File: src/rtl/fetch_pkg.sv
// Shared definitions for the instruction fetch unit.
//   fetch_state_t : fetch controller states
//   PC_*          : sel_pc encodings for the next-PC mux
//   NOP_WORD      : instruction register value after reset
package fetch_pkg;

    typedef enum logic [1:0] {
        IDLE   = 2'd0,
        WAIT   = 2'd1,
        HALTED = 2'd2
    } fetch_state_t;

    localparam logic [1:0] PC_HOLD   = 2'b00;
    localparam logic [1:0] PC_INC    = 2'b01;
    localparam logic [1:0] PC_BRANCH = 2'b10;
    localparam logic [1:0] PC_RESET  = 2'b11;

    localparam logic [31:0] NOP_WORD = 32'h0;

endpackage

File: src/rtl/fetch_pc_reg.sv
// Program counter register with next-PC selection.
// Ports:
//   clk, rst_n     : clock, asynchronous active-low reset (pc <= RESET_VEC)
//   enable         : FSM gate; when low the pc cannot change
//   load_pc        : update pc this cycle according to sel_pc
//   sel_pc         : hold / pc+1 / branch_target / RESET_VEC
//   branch_target  : redirect word address, used as-is
//   pc             : current program counter
module fetch_pc_reg
    import fetch_pkg::*;
#(
    parameter logic [10:0] RESET_VEC = 11'd0
) (
    input  logic        clk,
    input  logic        rst_n,
    input  logic        enable,
    input  logic        load_pc,
    input  logic [1:0]  sel_pc,
    input  logic [10:0] branch_target,
    output logic [10:0] pc
);

    logic [10:0] pc_next;

    // 11-bit add wraps 2047 -> 0 on its own.
    always_comb begin
        pc_next = pc;
        unique case (sel_pc)
            PC_HOLD:   pc_next = pc;
            PC_INC:    pc_next = pc + 11'd1;
            PC_BRANCH: pc_next = branch_target;
            PC_RESET:  pc_next = RESET_VEC;
            default:   pc_next = pc;
        endcase
    end

    always_ff @(posedge clk or negedge rst_n) begin
        if (!rst_n) begin
            pc <= RESET_VEC;
        end else if (enable && load_pc) begin
            pc <= pc_next;
        end
    end

endmodule

File: src/rtl/instr_fetch_unit.sv
// Instruction fetch unit: owns PC and IR, issues instruction-RAM reads and
// captures the returned word after RAM_LAT cycles.
//
//   state  | meaning
//   IDLE   | no fetch in flight; pc may be loaded, fetch may start
//   WAIT   | fetch in flight; counting RAM latency, pc stable
//   HALTED | core stopped; everything frozen until reset
//
// Ports:
//   clk, rst_n     : clock, asynchronous active-low reset
//   load_pc/sel_pc : pc update request and next-pc select
//   branch_target  : redirect word address
//   fetch_req      : start a fetch at the current pc
//   halt           : stop the core (after any in-flight fetch)
//   ram_rd_data1   : instruction-RAM read data
//   ram_addr1      : instruction-RAM read address (= pc)
//   ir, pc         : instruction register, program counter
//   busy           : fetch in flight
//   fetch_done     : one-cycle pulse after ir was loaded
//   halted         : core halted
module instr_fetch_unit
    import fetch_pkg::*;
#(
    parameter logic [10:0] RESET_VEC = 11'd0,
    parameter int          RAM_LAT   = 1
) (
    input  logic        clk,
    input  logic        rst_n,
    input  logic        load_pc,
    input  logic [1:0]  sel_pc,
    input  logic [10:0] branch_target,
    input  logic        fetch_req,
    input  logic        halt,
    input  logic [31:0] ram_rd_data1,
    output logic [10:0] ram_addr1,
    output logic [31:0] ir,
    output logic [10:0] pc,
    output logic        busy,
    output logic        fetch_done,
    output logic        halted
);

    // Counter runs 0..RAM_LAT-1; RAM_LAT is limited to 1..4.
    localparam logic [1:0] LAT_LAST = 2'(RAM_LAT - 1);

    fetch_state_t state;
    logic [1:0]   lat_cnt;
    logic         halt_pend;
    logic         pc_en;
    logic         redirect;

    assign redirect  = load_pc && (sel_pc != PC_HOLD);
    assign ram_addr1 = pc;

    // In WAIT only a real redirect may touch pc; halt in IDLE blocks a
    // simultaneous load since halt has priority.
    always_comb begin
        pc_en = 1'b0;
        unique case (state)
            IDLE:    pc_en = !halt;
            WAIT:    pc_en = redirect;
            HALTED:  pc_en = 1'b0;
            default: pc_en = 1'b0;
        endcase
    end

    fetch_pc_reg #(
        .RESET_VEC (RESET_VEC)
    ) u_pc_reg (
        .clk           (clk),
        .rst_n         (rst_n),
        .enable        (pc_en),
        .load_pc       (load_pc),
        .sel_pc        (sel_pc),
        .branch_target (branch_target),
        .pc            (pc)
    );

    always_ff @(posedge clk or negedge rst_n) begin
        if (!rst_n) begin
            state      <= IDLE;
            lat_cnt    <= 2'd0;
            halt_pend  <= 1'b0;
            ir         <= NOP_WORD;
            busy       <= 1'b0;
            fetch_done <= 1'b0;
            halted     <= 1'b0;
        end else begin
            fetch_done <= 1'b0;
            unique case (state)
                IDLE: begin
                    if (halt) begin
                        state  <= HALTED;
                        halted <= 1'b1;
                    end else if (fetch_req && !load_pc) begin
                        state     <= WAIT;
                        lat_cnt   <= 2'd0;
                        busy      <= 1'b1;
                        halt_pend <= 1'b0;
                    end
                end
                WAIT: begin
                    if (redirect) begin
                        // Abort: returning data is dropped, no done pulse.
                        lat_cnt   <= 2'd0;
                        busy      <= 1'b0;
                        halt_pend <= 1'b0;
                        if (halt_pend || halt) begin
                            state  <= HALTED;
                            halted <= 1'b1;
                        end else begin
                            state <= IDLE;
                        end
                    end else if (lat_cnt == LAT_LAST) begin
                        ir         <= ram_rd_data1;
                        fetch_done <= 1'b1;
                        busy       <= 1'b0;
                        lat_cnt    <= 2'd0;
                        halt_pend  <= 1'b0;
                        if (halt_pend || halt) begin
                            state  <= HALTED;
                            halted <= 1'b1;
                        end else begin
                            state <= IDLE;
                        end
                    end else begin
                        lat_cnt <= lat_cnt + 2'd1;
                        if (halt) begin
                            halt_pend <= 1'b1;
                        end
                    end
                end
                HALTED: begin
                    state <= HALTED;
                end
                default: begin
                    state <= IDLE;
                end
            endcase
        end
    end

endmodule

File: config.mk
export PLATFORM = sky130hd
export DESIGN_NAME = instr_fetch_unit
export DESIGN_NICKNAME = d
export VERILOG_FILES = /design/src/rtl/fetch_pkg.sv /design/src/rtl/fetch_pc_reg.sv /design/src/rtl/instr_fetch_unit.sv
export SDC_FILE = /design/constraint.sdc
export NUM_CORES = 1
export LEC_CHECK = 0
export CAP_MARGIN = 10
export CORE_MARGIN = 2
export CORE_UTILIZATION = 34
export CTS_CLUSTER_SIZE = 30
export DETAILED_ROUTE_END_ITERATION = 12
export PLACE_DENSITY = 0.66
export SLEW_MARGIN = 20
export SYNTH_ARGS = -nofsm -noshare
export SYNTH_HDL_FRONTEND = slang
export SYNTH_SLANG_ARGS = --single-unit
File: constraint.sdc
create_clock -name clk -period 2.1 [get_ports clk]
set_input_delay 0.21 -clock clk [delete_from_list [all_inputs] [get_ports clk]]
set_output_delay 0.21 -clock clk [all_outputs]
set_load 0.05 [all_outputs]
**Word-level counts from Yosys, hierarchy flattened**

Index checks and enable logic that the tools add are counted.

- Flip-flop bits (word level): 51
- Output and inout port bits: 57
- Input port bits: 50
- Logic and storage cells: 72

- Reductions and logical operators: 18
- Multiplexer cells: 31
- Add/sub/neg operators: 2
- Equality and inequality tests: 11
- Bitwise gates (word level): 2

Operators by type and width:

| operator | count |
|---|---|
| $pmux W11 S3 | 1 |
| $mux W2 | 9 |
| $mux W1 | 15 |
| $add A11 B1 Y11 const B | 1 |
| $reduce_and A3 Y1 | 3 |
| $pmux W1 S2 | 4 |
| $reduce_and A4 Y1 | 2 |
| $eq A2 B2 Y1 const B | 3 |
| $logic_not A2 Y1 | 3 |
| $ne A2 B2 Y1 const B | 3 |
| $ne A3 B3 Y1 const B | 2 |
| $pmux W2 S3 | 1 |
| $eq A2 B1 Y1 const B | 2 |
| $ne A4 B4 Y1 const B | 1 |
| $pmux W2 S2 | 1 |
| $reduce_and A2 Y1 | 2 |
| $reduce_bool A2 Y1 | 2 |
| $logic_and A1 B1 Y1 | 3 |
| $add A2 B1 Y2 const B | 1 |
| $logic_not A1 Y1 | 2 |
| $not A1 Y1 | 2 |
| $logic_or A1 B1 Y1 | 1 |

**Longest topological paths before layout**

Gate-level depths: netlist (run 1).

- Word-level depth: 5
- Gate-level depth with buffers: 5
- Mapped depth without buffers: 5

**By module**

From an unflattened synthesis (run 1), not the netlist that was laid out.

- Cell total of the unflattened synthesis: 204
- Area, all modules: 2,429.8 um^2

Modules (own cells, without submodules):

| module | area each (um^2) | times used | cells each |
|---|---|---|---|
| instr_fetch_unit | 1,669.1 | 1 | 113 |
| fetch_pc_reg | 760.7 | 1 | 91 |

**Worst setup path after synthesis (run 1)**

Ideal clock, no wire load.

- Path kind: reg-to-reg
- Start point: register u_pc_reg.pc[0]
- End point: register u_pc_reg.pc[8]
- Required time: 1.979 ns
- Data arrival time: 1.634 ns
- Setup time: 0.121 ns
- Stages on the path, launching flop included: 6
- Path slack: 0.345 ns
- Cells stage by stage: dfrtp_1 -> ha_1 -> and4_1 -> and3_1 -> o22ai_1 -> o22a_1

- Cells in the longest elaborated chain, start to end: 2

Ends and longest elaborated chain:

| element | RTL line | source |
|---|---|---|
| start, declared | fetch_pc_reg.sv:20 | `output logic [10:0] pc` |
| start signal, assigned | fetch_pc_reg.sv:41 | `pc <= pc_next;` |
| $add A11 B1 Y11 | fetch_pc_reg.sv:30 | `PC_INC: pc_next = pc + 11'd1;` |
| $pmux W11 S3 | fetch_pc_reg.sv:28 | `unique case (sel_pc)` |

No other way between the ends.
A chain may end at the register's enable or synchronous reset.

**Worst setup path in the final report (run 1)**

- Start point: register u_pc_reg.pc[5]
- End point: output pc[5]

RTL lines:

| element | RTL line | source |
|---|---|---|
| end, declared | instr_fetch_unit.sv:37 | `output logic [10:0] pc,` |

No word-level cell between the ends.

==> flow_summary.toml, run 1 <==
[layout]
multi_input_area_um2 = 1070
final_nets = 364
finish.instance_area_um2 = 3770
synthToLayoutAreaGrowth_pct = 49.2
fill_cells = 684
diodes = 0
fin_util_pct = 52.2
drive_gt1_share_pct = 16.0
register_area_um2 = 1280

[timing]
finalCriticalPeriod_ps = 1920
rsz0062_at_grt = "no"
hold_viol_final = 0
slew_violations = 0
setup_viol = 0
fin_setup_tns_ps = 0
max_slew_margin_pct = 65.2
worst_pin_slew_ps = 521
skew_ps = 5.25
min_period_over_period_pct = 91.4
worst_hold_slack_ps = 262
fmax_mhz = 521

[floorplan]
core_um2 = 7210
start_util_pct = 35.0
rows = 31
fp.dieArea_um2 = 8130
die_h_um = 90.2
fp.dieW_um = 90.2
io_pins = 107

[clock_network]
cts-htree-levels = 2
cts_made_buffers = 5
cts_buffer_depth = 2
clk_pin_slew_ps = 90
insertion_delay_ps = 300
cts-root-buf = "clkbuf_8"
cts_sinks = 51
tritoncts = "done"

[placement]
post_dp_cell_area_um2 = 3650
io_buffer_count = 106
globalplace.congestion = 0.746
hpwl_mm = 4.27

[worst_setup_path]
critical_path_class = "reg2out"
reg2reg_from = "state[1]"
path_delay_family = "buffers and inverters"
crit_slowest_cell = "clkdlybuf4s50_1"
start_kind = "register"
r2r_slack_ps = 420
path_buf_inv = 1
critPathRequiredTime_ps = 1890
crit_chain = "clkdlybuf4s50_1"
r2r_cells = 5
cp-end-kind = "output pin"
arrival_ps = 1710
slowest_delay_ps = 870
crit_path_max_fanout = 10
r2r-end = "ir[10]"

[grt]
grt_pass1_wl_mm = 9.32
first_global_vias = 1913
grt_usage_pct = 13.9
antenna_found_initial = 0
grt_max_degree = 28
grt_overflow = 0

[synth]
synth_top_family_by_area = "multiplexers"
yosysTopAreaCellShare_pct = 50.5
yosysSeqAreaShare_pct = 50.5
synth_ff_type = "dfrtp_1"
netlist-cell-type-count = 43
syn_avg_cell_area_um2 = 12.2
ys_seq_elements = 51
synth-compound-area-share_pct = 12.5
muxShareOfSynthArea_pct = 18.6
yosysTopAreaCell = "dfrtp_1"
netlist_area_um2 = 2520
synth-xor-area-share_pct = 0
yosys_warnings = 0
synthTopCellsByArea = "dfrtp_1 (51%), mux2_4 (17%), buf_4 (3.3%), nand2_1 (2.2%), a21oi_1 (2.0%)"
synthTopCellsByCount = "dfrtp_1 (51), mux2_4 (29), nand2_1 (15)"
synth_fa_ha_area_share_pct = 1.49
synth_edf_count = 0
synthMostInstantiatedCell = "dfrtp_1"
syn_inst = 207
synth_simple_gate_area_share_pct = 9.96
postSynthNetCount = 260
ys_async_sr_fraction_pct = 100

[route]
drtIter0Drc = 97
finalWirelength_mm = 5.68
via_per_inst = 4.69
vias = 1927
first_pass_iters = 4
ant_nets = 0
wl_per_cell_um = 13.8
drc = 0

[pwr]
peakVddDrop_v = 0.000655
power.leakage_uw = 0.00172
power-per-cell-area_nw_per_um2 = 1200

[hold_path]
hold_path.class = "in2async"

[run_status]
status = "finished, final reports clean"

[job]
cap_violations = 0
==> report_power, final <==
group	internal, µW	switching, µW	total (µW)	leakage [µW]
combinational	920	1480	2400	0.00100
sequential	1240	240	1480	0.000663
clock	300	319	620	0.0000505
total	2460	2040	4500	0.00172
==> layout by cell type (no fill, tap or decap), drive strengths merged, types with 5 or more instances in the layout <==
cell           count
clkdlybuf4s50    105
dfrtp             51
mux2              32
nand2             16
o21ai             13
buf               11
a21oi             10
inv                9
clkbuf             7
nand3              5
==> through the flow <==
step	cells	setup WS, ps	power [µW]
floorplan	207	345	3130
global placement	402	193	3890
detailed placement	402	173	3910
CTS	411	172	4540
global route	411	117	4690
finish	411	180	4500
==> how the worst max path moves through the flow <==
stage	startpoint	end	slack, ps	depth (start not counted)
finish	u_pc_reg.pc[5]	pc[5]	180	1
global route	u_pc_reg.pc[5]	pc[5]	120	1
CTS	u_pc_reg.pc[5]	pc[5]	170	1
detailed placement	sel_pc[1]	ir[21]	170	6
global placement	sel_pc[1]	ir[21]	190	6
floorplan	u_pc_reg.pc[0]	u_pc_reg.pc[8]	340	5
==> layer usage <==
layer  part of all wire, %  routed length [µm]  vias to the layer above  global-route usage [%]
met5                     0                   0                        -                       0
met4                  0.97                  55                        0                    3.21
met3                   6.2                 350                        6                    4.36
met2                    47                2680                       65                    22.5
met1                    46                2600                      919                    18.3
li1                      -                   -                      937                       -
==> registers in the layout, indices dropped and copies added, names as in the netlist <==
register,cells
halted,1
busy,1
fetch_done,1
u_pc_reg.pc,11
ir,32
halt_pend,1
lat_cnt,2
state,2
==> what timing repair did <==
| item | CTS | global route |
|---|---|---|
| setup buffers | 0 | 0 |
| resized for setup | 0 | 0 |
| endpoints found under the setup margin | 0 | 0 |
| hold buffers | 1 | 0 |
| endpoints found under the hold margin | 6 | 0 |
==> area by class of cell <==
cell class,instances,share of cell area [%]
clock buffers,7,2.56
clock inverters,1,0.199
inverters,9,0.897
multi-input cells,127,28.5
flip-flops and latches,51,33.9
well taps,99,3.29
repair buffers,117,30.6
==> cells by family (layout without fill, tap and decap cells) <==
kind of cell / count (synthesis) / in the layout
AOI/OAI and AO/OA: 46 / 46
adders and majority gates: 3 / 3
buffers and inverters: 29 / 134
DFF: 51 / 51
muxes: 32 / 32
and+or+nand+nor: 46 / 46
Power figures use the tool's default switching activity.
==> run 2: changes to the inputs <==
--- a/config.mk
+++ b/config.mk
@@ -8,6 +8,7 @@
 export CAP_MARGIN = 10
 export CORE_MARGIN = 2
 export CORE_UTILIZATION = 34
+export CTS_BUF_LIST = sky130_fd_sc_hd__clkbuf_4 sky130_fd_sc_hd__clkbuf_8
 export CTS_CLUSTER_SIZE = 30
 export DETAILED_ROUTE_END_ITERATION = 12
 export PLACE_DENSITY = 0.66
==> results of run 2 <==
No change in the layout: final DEF, timing and power equal those of run 1.
